**config.mk**
```make
export PLATFORM = sky130hd
export DESIGN_NAME = alu_arbiter
export DESIGN_NICKNAME = d
export VERILOG_FILES = /design/src/rtl/alu_arbiter.sv
export SDC_FILE = /design/constraint.sdc
export NUM_CORES = 1
export LEC_CHECK = 0
export ABC_CLOCK_PERIOD_IN_PS = 3100
export BUFFER_PORTS_ARGS = -buffer_cell sky130_fd_sc_hd__buf_4
export CELL_PAD_IN_SITES_DETAIL_PLACEMENT = 0
export CELL_PAD_IN_SITES_GLOBAL_PLACEMENT = 1
export CORE_AREA = 4 4 162 102
export DETAILED_ROUTE_END_ITERATION = 7
export DIE_AREA = 0 0 166 106
export PLACE_DENSITY_LB_ADDON = 0.05
export SLEW_MARGIN = 20
export SYNTH_ARGS = -nofsm -noshare
export SYNTH_HDL_FRONTEND = slang
export SYNTH_SLANG_ARGS = --single-unit
```
**constraint.sdc**
```tcl
create_clock -name clk -period 3.1 [get_ports clk]
set_input_delay 0.465 -clock clk [delete_from_list [all_inputs] [get_ports clk]]
set_output_delay 0.465 -clock clk [all_outputs]
set_load 0.02 [all_outputs]
```
**src/rtl/alu_arbiter.sv**
```systemverilog
// Two-port arbiter in front of a single-cycle ALU: accept one op, drive the ALU
// from registers for one cycle, then hold the result until the granted port takes it.
module alu_arbiter #(
    parameter int DATA_W = 32,
    parameter int OP_W   = 4,
    parameter bit RR_EN  = 1'b1
) (
    input  logic              clk,
    input  logic              rst_n,

    input  logic              req0_valid,
    output logic              req0_ready,
    input  logic [DATA_W-1:0] req0_in1,
    input  logic [DATA_W-1:0] req0_in2,
    input  logic [OP_W-1:0]   req0_op,
    output logic              rsp0_valid,
    input  logic              rsp0_ready,
    output logic [DATA_W-1:0] rsp0_result,
    output logic              rsp0_zero,

    input  logic              req1_valid,
    output logic              req1_ready,
    input  logic [DATA_W-1:0] req1_in1,
    input  logic [DATA_W-1:0] req1_in2,
    input  logic [OP_W-1:0]   req1_op,
    output logic              rsp1_valid,
    input  logic              rsp1_ready,
    output logic [DATA_W-1:0] rsp1_result,
    output logic              rsp1_zero,

    output logic [DATA_W-1:0] alu_in1,
    output logic [DATA_W-1:0] alu_in2,
    output logic [OP_W-1:0]   alu_control,
    input  logic [DATA_W-1:0] alu_result,
    input  logic              alu_zero,

    output logic              busy
);

    typedef enum logic [1:0] {IDLE, EXEC, RESP} state_t;

    state_t            state, state_nxt;
    logic              grant, last_grant, win, accept, rsp_hs;
    logic [DATA_W-1:0] result_reg;
    logic              zero_reg;

    // Winner selection; only meaningful when at least one port is valid.
    always_comb begin
        win = 1'b0;
        if (req0_valid && req1_valid)
            win = RR_EN ? ~last_grant : 1'b0;
        else
            win = req1_valid;
    end

    assign accept = (state == IDLE) && rst_n && (req0_valid || req1_valid);
    assign rsp_hs = (state == RESP) && (grant ? rsp1_ready : rsp0_ready);

    always_ff @(posedge clk or negedge rst_n) begin
        if (!rst_n) state <= IDLE;
        else        state <= state_nxt;
    end

    always_comb begin
        state_nxt = state;
        case (state)
            IDLE:    if (accept) state_nxt = EXEC;
            EXEC:    state_nxt = RESP;
            RESP:    if (rsp_hs) state_nxt = IDLE;
            default: state_nxt = IDLE;
        endcase
    end

    always_comb begin
        req0_ready = accept && !win;
        req1_ready = accept && win;
        rsp0_valid = (state == RESP) && !grant;
        rsp1_valid = (state == RESP) && grant;
        busy       = (state != IDLE);
    end

    // Both ports see the same result regs; only the granted port's valid qualifies them.
    assign rsp0_result = result_reg;
    assign rsp0_zero   = zero_reg;
    assign rsp1_result = result_reg;
    assign rsp1_zero   = zero_reg;

    always_ff @(posedge clk or negedge rst_n) begin
        if (!rst_n) begin
            alu_in1     <= '0;
            alu_in2     <= '0;
            alu_control <= '0;
            grant       <= 1'b0;
            last_grant  <= 1'b1;
            result_reg  <= '0;
            zero_reg    <= 1'b0;
        end else begin
            if (accept) begin
                alu_in1     <= win ? req1_in1 : req0_in1;
                alu_in2     <= win ? req1_in2 : req0_in2;
                alu_control <= win ? req1_op  : req0_op;
                grant       <= win;
            end
            if (state == EXEC) begin
                result_reg <= alu_result;
                zero_reg   <= alu_zero;
            end
            if (rsp_hs)
                last_grant <= grant;
        end
    end

endmodule
```
==> results of run 1 <==
worst register-to-register path: stages, from the launching register on:
cell	delay (ns)
dfrtp_1	0.41
or3b_2	0.48
or2_2	0.63
buf_12	0.32
a221o_1	0.31
metrics by stage:
stage	cell area, um^2	instances	hold slack (ns)	worst slack (ns)
final	7370	903	0.257	0.419
after global routing	7370	903	0.315	0.285
after CTS	7370	903	0.279	0.398
after detailed placement	7100	887	0.500	0.627
after global placement	7100	887	0.496	0.651
after floorplan	4880	439	0.169	0.746
Yosys cell counts (all sizes together):
cell type	instances
nor2	3
or3b	1
nand2b	2
inv	2
a21oi	2
nor2b	2
buf	47
o2bb2ai	1
nor3	68
a221o	68
nand2	70
o21ai	1
dfstp	1
dfrtp	104
or2	2
clkbuf	29
nor3b	1
a211oi	1
mux2	34
cell families (layout without fill, tap and decap cells):
logic type | count (synthesis) | in the layout | share of synthesized area [%]
AOI/OAI and AO/OA | 73 | 73 | 14.7
buffers and inverters | 78 | 339 | 9.90
muxes | 34 | 34 | 7.85
DFF | 105 | 105 | 53.9
and+or+nand+nor | 149 | 149 | 13.7
power groups by stage:
stage / clock (mW) / sequential, mW / combinational, mW
final: 1.07 / 2.52 / 4.06
after detailed placement: 0 / 2.52 / 4.13
after CTS: 1.11 / 2.52 / 4.12
after floorplan: 0 / 3.23 / 1.75
after global routing: 1.16 / 2.62 / 4.29
after global placement: 0 / 2.52 / 4.08
per-layer routing:
layer,share of wire (%),vias up,global-route usage [%]
met1,41,2240,24.1
met3,9.8,11,7.47
met2,48,214,32.4
met5,0,-,0
met4,1.1,0,4.00
li1,-,2087,-
final timing paths:
check / startpoint / slack (ns) / endpoint
worst min-delay path: rst_n / 0.26 / alu_in2[8]
max in group asynchronous: rst_n / 1.60 / rsp0_result[29]
worst min register to register: alu_in2[21] / 0.52 / alu_in2[21]
worst max register to register: state[1] / 0.83 / alu_in2[19]
min in group clk: alu_zero / 0.35 / rsp0_zero
worst max-delay path: state[1] / 0.42 / req0_ready
cell type report:
class	count	area [um^2]	share of cell area [%]
Clock buffer	10	229	3.11
Clock inverter	6	42.5	0.577
Inverter	2	7.51	0.102
Multi-Input combinational cell	256	1790	24.2
Sequential cell	105	2630	35.7
Tap cell	203	254	3.45
Timing Repair Buffer	321	2420	32.9
state kept, by name (all words and copies together), names as in the netlist:
signal / cells
rsp0_zero: 1
alu_in1: 32
state: 2
alu_control: 4
rsp0_result: 32
alu_in2: 32
last_grant: 1
grant: 1
==> results.py, run 1 <==
metrics = {
    "run_status": {
        "status": "completed",
    },
    "logic_synthesis": {
        "yosysWarnings": 0,
        "yosysTopAreaCell": "dfrtp_1",
        "syn_inst": 439,
        "ys_types": 23,
        "yosysTopAreaCellShare_pct": 53.3,
        "synth_area_um2": 4880,
        "yosys-top-cells-area": "dfrtp_1 (53%), a221o_1 (14%), mux2_2 (7.8%)",
        "syn-num-nets": 614,
        "synth_seq_area_share_pct": 53.9,
        "ys_ff_latch": 105,
        "syn_avg_cell_area_um2": 11.1,
    },
    "setup_path": {
        "critical_path.most_common_cell": "buf_4",
        "cp-start-kind": "flop",
        "worstPathRequired_ns": 2.63,
        "cpMaxStageDelayCell": "or3b_2",
        "cpPeakStageDelay_ns": 0.48,
        "critical-path-top-delay-family": "simple AND/OR/NAND/NOR gates",
        "cp_cell_sequence": "or3b_2, buf_4, nor3b_1, buf_4",
        "critical_path_depth": 4,
        "crit_buf_inv": 2,
        "cp.arrival_ns": 2.22,
        "cp_max_fo": 69,
        "rr_worst_depth": 4,
        "critPathCaptureType": "output pin",
        "criticalPathCategory": "flop to output pin",
    },
    "sta": {
        "fin_tns_setup_ns": 0,
        "setup_violations": 0,
        "post-route-period-util_pct": 86.5,
        "rsz0062_at_grt": "no",
        "fmax_ghz": 0.373,
        "tightest_slew_ns": 0.872,
        "slew_viol_final": 0,
        "finalHoldViolCount": 0,
        "period_minus_slack_ns": 2.68,
        "max_slew_margin_pct": 41.8,
        "skew_ns": 0.0113,
    },
    "final_layout": {
        "nNetsFinal": 870,
        "nFillCells": 1412,
        "final_common_cell": "buf_4",
        "antenna_cells": 0,
        "finish.utilization_pct": 49.1,
        "synthToLayoutAreaGrowth_pct": 51.0,
        "drive_gt1_share_pct": 53.9,
        "final_cell_mix": "buf_4 (320), dfrtp_1 (104), nand2_1 (70)",
    },
    "detailed_routing": {
        "routed_wl_um": 17800,
        "viasPerCell": 5.04,
        "drtIter0Drc": 316,
        "avgRoutedWirePerCell_um": 19.7,
        "route.detailed.drc": 0,
        "num_vias": 4552,
        "ant_nets": 0,
        "firstDrtPassIters": 4,
    },
    "global_routing": {
        "grt_pass1_vias": 4736,
        "antenna_found_initial": 0,
        "grt_usage_pct": 19.4,
        "grt_first_pass_wirelength_um": 27200,
        "gr-total-overflow": 0,
        "grt_max_degree": 70,
    },
    "clock_network": {
        "root_buffer": "clkbuf_16",
        "ctsHoldBuffers": 0,
        "post_cts_buffers": 0,
        "htreeDepth": 3,
        "cts_max_path_buffers": 2,
        "clock_latency_ns": 0.34,
        "numCtsBuffers": 9,
        "cts_tree": "done",
        "path_clk_slew_ns": 0.07,
        "post_cts_resize_count": 0,
        "clkSinkCount": 105,
    },
    "floorplanning": {
        "io_pins": 314,
        "die_w_um": 166,
        "initial_core_util_pct": 32.5,
        "dieArea_um2": 17600,
        "rows": 35,
        "core_area_um2": 15000,
        "chipHeight_um": 106,
    },
    "power": {
        "cellLeakagePower_nw": 3.62,
        "powerDensity_nw_per_um2": 1040,
        "internal-power_mw": 4.48,
        "clkPwrFrac_pct": 14.0,
        "p_switching_mw": 3.17,
        "combinationalPowerShare_pct": 53.1,
        "peakVddDrop_mv": 0.470,
        "power_mw": 7.65,
        "power_frac_seq_pct": 33.0,
        "netSwitchingFraction_pct": 41.5,
    },
    "placement": {
        "place_hpwl_um": 12900,
        "gp_congestion": 0.812,
        "port_buffers": 313,
    },
    "hold_path": {
        "holdCritPathClass": "input port to async pin",
    },
    "job": {
        "cap_viol_max_count": 0,
    },
}
Note: power is estimated with default switching activity, not from simulation.
==> run 2: changes to the inputs <==
- REMOVE_ABC_BUFFERS: unset -> 1
==> results.py, run 2 (synthesis results as in run 1) <==
metrics = {
    "global_routing": {
        "antenna_found_initial": 0,
        "grt_usage_pct": 18.9,
        "gr-total-overflow": 0,
        "grt_pass1_vias": 4527,
        "grt_first_pass_wirelength_um": 26400,
        "grt_max_degree": 74,
    },
    "placement": {
        "place_hpwl_um": 12800,
        "port_buffers": 313,
        "gp_congestion": 0.816,
        "dp_cells": 890,
    },
    "clock_network": {
        "clkSinkCount": 105,
        "ctsHoldBuffers": 0,
        "path_clk_slew_ns": 0.07,
        "cts_tree": "done",
        "numCtsBuffers": 9,
        "post_cts_buffers": 0,
        "post_cts_resize_count": 0,
        "cts_max_path_buffers": 2,
        "clock_latency_ns": 0.35,
        "root_buffer": "clkbuf_16",
        "htreeDepth": 3,
    },
    "sta": {
        "finalHoldViolCount": 0,
        "period_minus_slack_ns": 2.65,
        "max_slew_margin_pct": 35.5,
        "tightest_slew_ns": 0.967,
        "post-route-period-util_pct": 85.6,
        "skew_ns": 0.00803,
        "fmax_ghz": 0.377,
        "slew_viol_final": 0,
        "rsz0062_at_grt": "no",
        "setup_violations": 0,
    },
    "floorplanning": {
        "io_pins": 314,
        "initial_core_util_pct": 32.5,
        "chipHeight_um": 106,
        "die_w_um": 166,
        "rows": 35,
        "core_area_um2": 15000,
        "dieArea_um2": 17600,
    },
    "power": {
        "peakVddDrop_mv": 0.483,
        "powerDensity_nw_per_um2": 1040,
        "cellLeakagePower_nw": 3.65,
    },
    "final_layout": {
        "nFillCells": 1410,
        "drive_gt1_share_pct": 54.1,
        "final_cell_mix": "buf_4 (323), dfrtp_1 (104), nand2_1 (70)",
        "antenna_cells": 0,
        "synthToLayoutAreaGrowth_pct": 52.0,
        "finish.utilization_pct": 49.4,
        "instances_no_fill": 906,
        "nNetsFinal": 873,
        "final_common_cell": "buf_4",
    },
    "detailed_routing": {
        "ant_nets": 0,
        "drtIter0Drc": 330,
        "route.detailed.drc": 0,
        "viasPerCell": 4.88,
        "routed_wl_um": 17600,
        "avgRoutedWirePerCell_um": 19.5,
        "num_vias": 4424,
        "firstDrtPassIters": 5,
    },
    "run_status": {
        "status": "completed",
    },
    "setup_path": {
        "cpMaxStageDelayCell": "or3b_2",
        "cp-start-kind": "flop",
        "worstPathRequired_ns": 2.63,
        "cp_max_fo": 69,
        "critPathCaptureType": "output pin",
        "cp.arrival_ns": 2.19,
        "cp_cell_sequence": "or3b_2, buf_4, nor3b_1, buf_4",
        "critical-path-top-delay-family": "simple AND/OR/NAND/NOR gates",
        "criticalPathCategory": "flop to output pin",
        "cpPeakStageDelay_ns": 0.51,
        "crit_buf_inv": 2,
        "critical_path.most_common_cell": "buf_4",
    },
    "hold_path": {
        "holdCritPathClass": "input port to async pin",
    },
    "job": {
        "cap_viol_max_count": 0,
    },
}
[run 2: cell count changes in the layout (fill, tap and decap cells not counted)]
cell and delta:
clkinvlp_4 -1, clkbuf_1 -1, clkbuf_8 +3, clkinv_4 +1
clkinv_2 -2, nand2b_2 -1, nand2b_1 +1, buf_4 +3
[run 2: cell type report]
cell class,instances,area (um^2),area share (%)
clock buffers,12,267,3.59
flip-flops and latches,105,2630,35.4
multi-input cells,256,1780,24.0
clock inverters,4,33.8,0.455
inverters,2,7.51,0.101
well taps,203,254,3.42
repair buffers,324,2440,33.0
[run 2: worst paths after layout]
kind,from,endpoint,slack [ns],cells past startpoint
worst min-delay path,rst_n,rsp0_result[9],0.17,2
worst max-delay path,state[1],req0_ready,0.45,4
worst min register to register,alu_in1[15],alu_in1[15],0.52,1
min in group clk,req1_in2[8],alu_in2[8],0.34,2
max in group asynchronous,rst_n,alu_in2[23],1.60,3
worst max register to register,state[1],alu_in2[13],0.83,4
[run 2: report_power, final]
group / switching, mW / leakage (nW) / internal, mW
Sequential: 0.495 / 1.28 / 2.04
Clock: 0.536 / 0.146 / 0.620
Combinational: 2.15 / 2.23 / 1.89
[run 2: through the flow]
| step | cell area, um^2 | TNS (ns) | power, mW | setup WS, ns | hold WS (ns) |
|---|---|---|---|---|---|
| 3_3_place_gp | 7120 | 0 | 6.61 | 0.661 | 0.498 |
| 2_1_floorplan | 4400 | -33.75 | 4.56 | -0.641 | 0.169 |
| 5_1_grt | 7420 | 0 | 8.14 | 0.264 | 0.197 |
| 4_1_cts | 7420 | 0 | 7.83 | 0.430 | 0.171 |
| 6_report | 7420 | 0 | 7.73 | 0.446 | 0.167 |
| 3_5_place_dp | 7120 | 0 | 6.64 | 0.678 | 0.496 |
[run 2: metal layers]
layer	GRT usage, %	vias up	part of all wire, %
met3	6.28	12	8.0
met1	25.3	2123	44
met4	4.06	0	0.85
li1	-	2093	-
met2	30.1	196	48
met5	0	-	0
==> run 3: changes to the inputs <==
- PLACE_DENSITY: unset -> 0.85
- PLACE_DENSITY_LB_ADDON: 0.05 -> unset
==> results.py, run 3 (synthesis results as in run 1) <==
metrics = {
    "sta": {
        "max_slew_margin_pct": 46.8,
        "tightest_slew_ns": 0.797,
        "period_minus_slack_ns": 2.35,
        "fin_tns_setup_ns": 0,
        "post-route-period-util_pct": 75.7,
        "finalHoldViolCount": 0,
        "rsz0062_at_grt": "no",
        "fmax_ghz": 0.426,
        "skew_ns": 0.00815,
        "slew_viol_final": 0,
        "setup_violations": 0,
    },
    "global_routing": {
        "gr-total-overflow": 0,
        "grt_max_degree": 69,
        "grt_first_pass_wirelength_um": 26100,
        "antenna_found_initial": 0,
        "grt_usage_pct": 18.3,
        "grt_pass1_vias": 4505,
    },
    "placement": {
        "place_hpwl_um": 12800,
        "gp_congestion": 0.844,
        "port_buffers": 313,
        "dp_cells": 888,
        "placed_area_um2": 7100,
    },
    "clock_network": {
        "clock_latency_ns": 0.34,
        "path_clk_slew_ns": 0.07,
        "htreeDepth": 3,
        "cts_tree": "done",
        "ctsHoldBuffers": 0,
        "clkSinkCount": 105,
        "cts_max_path_buffers": 2,
        "numCtsBuffers": 9,
        "post_cts_buffers": 0,
        "root_buffer": "clkbuf_16",
        "post_cts_resize_count": 0,
    },
    "power": {
        "combinationalPowerShare_pct": 51.4,
        "netSwitchingFraction_pct": 40.6,
        "power_mw": 7.87,
        "power_frac_seq_pct": 32.5,
        "peakVddDrop_mv": 0.588,
        "clkPwrFrac_pct": 16.0,
        "cellLeakagePower_nw": 3.66,
        "p_switching_mw": 3.20,
        "internal-power_mw": 4.67,
        "powerDensity_nw_per_um2": 1060,
    },
    "run_status": {
        "status": "completed",
    },
    "final_layout": {
        "drive_gt1_share_pct": 53.9,
        "instances_no_fill": 904,
        "nFillCells": 1332,
        "nNetsFinal": 871,
        "synthToLayoutAreaGrowth_pct": 52.4,
        "multi_input_area_um2": 1780,
        "final_common_cell": "buf_4",
        "antenna_cells": 0,
        "final_cell_mix": "buf_4 (321), dfrtp_1 (104), nand2_1 (70)",
        "regArea_um2": 2630,
        "fin_area_um2": 7440,
    },
    "setup_path": {
        "cp-start-kind": "input port",
        "cp.arrival_ns": 1.88,
        "r2r-start": "state[1]",
        "rrSetupSlack_ns": 0.84,
        "cpMaxStageDelayCell": "buf_4",
        "worstPathRequired_ns": 2.63,
        "cp_cell_sequence": "buf_4, buf_4, nand2_1, a211oi_4, buf_4",
        "critical_path.most_common_cell": "buf_4",
        "worstReg2RegEnd": "alu_in2[30]",
        "cpPeakStageDelay_ns": 0.46,
        "critPathCaptureType": "output pin",
        "cp_max_fo": 45,
        "rr_worst_depth": 4,
        "criticalPathCategory": "input port to output pin",
        "crit_buf_inv": 3,
        "critical-path-top-delay-family": "buffers and inverters",
    },
    "detailed_routing": {
        "avgRoutedWirePerCell_um": 18.8,
        "firstDrtPassIters": 4,
        "routed_wl_um": 17000,
        "ant_nets": 0,
        "num_vias": 4580,
        "viasPerCell": 5.07,
        "drtIter0Drc": 462,
        "route.detailed.drc": 0,
    },
    "hold_path": {
        "holdCritPathClass": "input port to async pin",
    },
    "floorplanning": {
        "rows": 35,
        "initial_core_util_pct": 32.5,
        "dieArea_um2": 17600,
        "die_w_um": 166,
        "core_area_um2": 15000,
        "io_pins": 314,
        "chipHeight_um": 106,
    },
    "job": {
        "cap_viol_max_count": 0,
    },
}
-- run 3: cell count changes in the layout (fill, tap and decap cells not counted) --
| cell | change |
|---|---|
| bufinv_16 | +2 |
| inv_6 | +1 |
| buf_4 | -2 |
| clkbuf_8 | -2 |
| clkinvlp_4 | -1 |
-- run 3: cell type report --
type	count	area share (%)
tap	203	3.42
inverter	2	0.101
clock buffer	10	3.21
multi-input combinational	256	24.0
timing repair buffer	322	32.7
clock inverter	6	1.28
sequential	105	35.3
-- run 3: power groups by stage --
stage	Clock [mW]	Combinational (mW)	Sequential, mW
after global placement	0	4.02	2.54
final	1.26	4.04	2.56
after detailed placement	0	4.10	2.56
after CTS	1.30	4.09	2.56
after floorplan	0	1.03	3.52
after global routing	1.36	4.27	2.64
-- run 3: how the worst max path moves through the flow --
stage	startpoint	endpoint	slack (ns)	cells past startpoint
floorplan	req1_valid	req0_ready	-0.64	2
global placement	rst_n	req1_ready	0.71	5
detailed placement	rst_n	alu_in1[23]	0.61	6
CTS	rst_n	req1_ready	0.65	5
global route	rst_n	req1_ready	0.54	5
finish	rst_n	req1_ready	0.75	5
-- run 3: per-stage QoR --
stage               hold WS [ns]  worst slack [ns]  util (%)
floorplan                  0.169            -0.641         -
global placement           0.497             0.713      47.3
detailed placement         0.498             0.607      47.3
CTS                        0.226             0.651      49.5
global route               0.247             0.543      49.5
finish                     0.206             0.753      49.5
-- run 3: per-layer routing --
layer / global-route usage [%] / share of wire [%]
met5: 0 / 0
met4: 3.77 / 1.0
met3: 6.09 / 9.0
met2: 28.8 / 48
met1: 24.8 / 42
